`src/rtl/instr_fetch.sv`:
```
// Fetch stage between the program counter and decode.
// Issues one ROM read per instruction, waits out the fixed ROM latency,
// then holds the instruction until decode takes it. A redirect drops any
// in-flight or held instruction so the reloaded PC is fetched next.
module instr_fetch #(
    parameter int ADDR_W  = 8,
    parameter int INSTR_W = 9,
    parameter int MEM_LAT = 2
) (
    input  logic               Clk,
    input  logic               Reset,
    input  logic [ADDR_W-1:0]  PC,
    input  logic               Redirect,
    output logic               MemRdEn,
    output logic [ADDR_W-1:0]  MemAddr,
    input  logic [INSTR_W-1:0] MemData,
    output logic [INSTR_W-1:0] Instr,
    output logic [ADDR_W-1:0]  InstrPC,
    output logic               InstrValid,
    input  logic               DecReady,
    output logic               Advance,
    output logic [15:0]        FetchCnt
);

    // The wait counter is 3 bits wide, so latencies beyond 7 cannot be counted.
    generate
        if (MEM_LAT < 1 || MEM_LAT > 7) begin : g_bad_lat
            $error("instr_fetch: MEM_LAT must be in 1..7");
        end
    endgenerate

    typedef enum logic [1:0] {
        S_IDLE,
        S_WAIT,
        S_HOLD
    } state_t;

    state_t             r_state;
    state_t             w_next;
    logic [2:0]         r_ctr;
    logic [ADDR_W-1:0]  r_req_pc;
    logic [INSTR_W-1:0] r_instr;
    logic [ADDR_W-1:0]  r_instr_pc;
    logic               r_valid;
    logic [15:0]        r_fetch_cnt;

    logic               w_issue;
    logic               w_capture;
    logic               w_accept;
    logic               w_drop;

    // Next state and per-cycle events; redirect always beats capture/accept.
    always_comb begin
        w_next    = r_state;
        w_issue   = 1'b0;
        w_capture = 1'b0;
        w_accept  = 1'b0;
        w_drop    = 1'b0;
        case (r_state)
            S_IDLE: begin
                if (!Redirect) begin
                    w_issue = 1'b1;
                    w_next  = S_WAIT;
                end
            end
            S_WAIT: begin
                if (Redirect) begin
                    w_next = S_IDLE;
                end else if (r_ctr == 3'd1) begin
                    w_capture = 1'b1;
                    w_next    = S_HOLD;
                end
            end
            S_HOLD: begin
                if (Redirect) begin
                    w_drop = 1'b1;
                    w_next = S_IDLE;
                end else if (DecReady) begin
                    w_accept = 1'b1;
                    w_next   = S_IDLE;
                end
            end
            default: w_next = S_IDLE;
        endcase
    end

    // State register.
    always_ff @(posedge Clk) begin
        if (Reset) r_state <= S_IDLE;
        else       r_state <= w_next;
    end

    // Latency counter and the PC sampled at issue (PC may move afterwards).
    always_ff @(posedge Clk) begin
        if (Reset) begin
            r_ctr    <= 3'd0;
            r_req_pc <= '0;
        end else if (w_issue) begin
            r_ctr    <= 3'(MEM_LAT);
            r_req_pc <= PC;
        end else if (r_state == S_WAIT && r_ctr != 3'd0) begin
            r_ctr <= r_ctr - 3'd1;
        end
    end

    // Held instruction: captured at end of the wait, cleared on accept or flush.
    always_ff @(posedge Clk) begin
        if (Reset) begin
            r_instr    <= '0;
            r_instr_pc <= '0;
            r_valid    <= 1'b0;
        end else if (w_capture) begin
            r_instr    <= MemData;
            r_instr_pc <= r_req_pc;
            r_valid    <= 1'b1;
        end else if (w_accept || w_drop) begin
            r_valid <= 1'b0;
        end
    end

    // Accepted-instruction counter, sticks at all-ones.
    always_ff @(posedge Clk) begin
        if (Reset)                                   r_fetch_cnt <= 16'd0;
        else if (w_accept && r_fetch_cnt != 16'hFFFF) r_fetch_cnt <= r_fetch_cnt + 16'd1;
    end

    assign MemRdEn    = w_issue & ~Reset;
    assign MemAddr    = PC;
    assign Advance    = w_accept & ~Reset;
    assign Instr      = r_instr;
    assign InstrPC    = r_instr_pc;
    assign InstrValid = r_valid;
    assign FetchCnt   = r_fetch_cnt;

endmodule

```
`config.mk`:
```
export PLATFORM = sky130hd
export DESIGN_NAME = instr_fetch
export DESIGN_NICKNAME = d
export VERILOG_FILES = /design/src/rtl/instr_fetch.sv
export SDC_FILE = /design/constraint.sdc
export NUM_CORES = 1
export LEC_CHECK = 0
export BUFFER_PORTS_ARGS = -buffer_cell sky130_fd_sc_hd__clkbuf_2
export CAP_MARGIN = 40
export CORE_MARGIN = 3
export CORE_UTILIZATION = 50
export CTS_CLUSTER_DIAMETER = 200
export DETAILED_ROUTE_END_ITERATION = 8
export PLACE_DENSITY = 0.78
export SLEW_MARGIN = 15
export SYNTH_ARGS = -nofsm -noshare
export SYNTH_HDL_FRONTEND = slang
export SYNTH_SLANG_ARGS = --single-unit
```
`constraint.sdc`:
```
create_clock -name Clk -period 2.4 [get_ports Clk]
set_input_delay 0.24 -clock Clk [delete_from_list [all_inputs] [get_ports Clk]]
set_output_delay 0.24 -clock Clk [all_outputs]
set_load 0.02 [all_outputs]
```
==> metrics.yaml <==
power_and_ir_drop:
  switching_share_pct: 22.4
  p_leak_uw: 0.000985
  power_frac_comb_pct: 6.7
  peakVddDrop_mv: 0.352
  powerDensity_nw_per_um2: 549
  internal_power_uw: 1050
  seq_power_share_pct: 58.8
  pwr-share-clk_pct: 34.5
  switchingPower_uw: 304
placement:
  dp_slack_ns: 0.540
  dp.cells: 348
  postPlaceCellArea_um2: 2380
  portBuffers: 64
  gp_congestion: 0.828
  hpwl_mm: 3.31
setup_path:
  worst-path-max-fanout: 8
  cp-end-kind: "flop"
  reg2reg_from: "FetchCnt[3]"
  path_class: "reg -> reg"
  r2r_slack_ns: 0.50
  cp.arrival_ns: 2.10
  cp.required_ns: 2.61
  timing.rr.end: "FetchCnt[14]"
  start_kind: "flop"
  reg2regPathDepth: 4
sta:
  period_needed_ns: 1.90
  maxSlewViolCount: 0
  setup-violations-final: 0
  rsz0062_at_grt: "no"
  worst_pin_slew_ns: 0.765
  fin_skew_ns: 0.00561
  fin_crit_sh_pct: 79.0
  fin_tns_setup_ns: 0
  finalWorstSetupSlack_ns: 0.504
  timing.slew.headroom_pct: 49.0
  clock.fmax_ghz: 0.527
  timing_hold_violations_final: 0
min_path:
  holdCritStartpoint: "MemData[1]"
  worstHoldEndpoint: "Instr[1]"
  worstHoldPathCells: 3
  hp-class: "in -> reg"
synthesis:
  synthTopCellsByArea: "dfxtp_1, nand2_1, a21oi_1, buf_4, o31ai_1"
  yosysMostFrequentCell: "nand2_1"
  synthFlopType: "dfxtp_1"
  ys_types: 38
  ys_async_sr_fraction_pct: 0
  seq_area_frac_synth_pct: 45.2
  avgSynthCellArea_um2: 8.26
  syn_nets: 277
  yosys_warnings: 0
  synth-seq-cells: 47
  synthCells: 252
  yosysTopAreaCell: "dfxtp_1"
  synth_edf_count: 0
  synth_area_um2: 2080
  synth_common_cells: "nand2_1, dfxtp_1, a21oi_1, nor2_1, clkbuf_1"
  synth_top_area_share_pct: 45.2
detailed_routing:
  wl_mm: 4.53
  drt_pass1_iterations: 4
  wl_per_cell_um: 12.8
  ant_nets: 0
  viasPerCell: 5.45
  vias: 1934
  drc: 0
  drt_iter0_drc: 79
run:
  maxCapViolations: 0
finish:
  utilization_pct: 64.6
  antennaDiodeCount: 0
  area_growth_pct: 18.7
  stdcell_area_um2: 2470
  drive_above_1_share_pct: 27.0
  fin_nets: 332
  final_cells: 355
clock_tree:
  cts_hold_buf: 0
  cts_tree: "built"
  clk_latency_ns: 0.29
  htree_levels: 2
  cts_buffers: 5
  clock-sinks: 47
  root_buffer: "clkbuf_8"
  post_cts_buffers: 0
  clock_tree.buffer_depth: 2
  clkTransAtPathRegs_ns: 0.08
  cts_resized: 0
grt:
  grt_pass1_wl_mm: 7.47
  grt_overflow_total: 0
  grt_start_max_net_pins: 37
  grt_pass1_vias: 1632
  antenna_found_initial: 0
  grt_usage_pct: 18.4
floorplan:
  core_um2: 3830
  die_area_um2: 4970
  ioPinCount: 65
  floorplan.initialDensity_pct: 54.4
  die_w_um: 70.5
  die_y_um: 70.5
  row_count: 22
run_status:
  status: "finished, final reports clean"
-- routing by layer --
metal | vias up | share of wire [%] | track usage, %
li1 | 977 | - | -
met1 | 888 | 45 | 24.8
met2 | 67 | 49 | 29.0
met3 | 2 | 6.6 | 5.54
met4 | 0 | 0.29 | 5.01
met5 | - | 0 | 0
-- worst max-delay path: stages, from the launching register on --
cell and delay [ns]:
dfxtp_1 0.48, nand4_4 0.19, or3_4 0.46, or4_1 0.50, a21oi_1 0.18
-- worst max path at each step --
stage | from | to | cells past startpoint
final | FetchCnt[3] | FetchCnt[14] | 4
after floorplan | FetchCnt[0] | FetchCnt[13] | 5
after global placement | FetchCnt[3] | FetchCnt[14] | 4
after global routing | FetchCnt[0] | FetchCnt[1] | 5
after CTS | FetchCnt[4] | FetchCnt[14] | 4
after detailed placement | FetchCnt[4] | FetchCnt[14] | 4
-- power by group through the flow --
stage	Combinational (µW)	Clock, µW	Sequential, µW
3_5_place_dp	92.5	0	816
5_1_grt	103	513	800
6_report	91.1	468	798
3_3_place_gp	89.9	0	816
4_1_cts	92.5	482	798
2_1_floorplan	64.1	0	815
-- registers in the layout (all words and copies together) (netlist names) --
signal      flops
r_req_pc        8
Instr           9
InstrValid      1
r_ctr           3
FetchCnt       16
r_state         2
InstrPC         8
-- through the flow --
stage          power [µW]  hold slack, ns
6_report             1360           0.158
3_3_place_gp          906           0.438
2_1_floorplan         879           0.319
5_1_grt              1420           0.154
4_1_cts              1370           0.150
3_5_place_dp          908           0.445
-- logic make-up (layout without fill, tap and decap cells) --
logic type / Yosys count / count (layout) / share of synthesized area [%]
muxes: 3 / 3 / 1.56
adders and majority gates: 4 / 4 / 2.40
and+or+nand+nor: 113 / 113 / 27.3
AOI/OAI and AO/OA: 54 / 54 / 15.4
buffers and inverters: 27 / 82 / 6.43
DFF: 47 / 47 / 45.2
xor gates and xnor gates: 4 / 4 / 1.68
-- area by class of cell --
class | instances | area, µm²
Fill cell | 355 | 1350
Inverter | 7 | 26.3
Tap cell | 48 | 60.1
Clock inverter | 1 | 5.00
Clock buffer | 6 | 82.6
Timing Repair Buffer | 68 | 350
Multi-Input combinational cell | 178 | 1010
Sequential cell | 47 | 941
-- cell usage in the layout, fill, tap and decap left out, types with 3 or more instances in the layout --
master / instances
clkbuf_2: 64
nand2_1: 58
dfxtp_1: 47
a21oi_1: 38
nor2_1: 11
inv_1: 7
o31ai_1: 7
nor3_1: 6
or4_1: 6
clkbuf_8: 6
o21ai_0: 5
nand3_1: 5
nand4_1: 4
ha_1: 4
buf_4: 4
or3_1: 3
nor2b_1: 3
No activity file was read; power rests on OpenSTA's default activity.
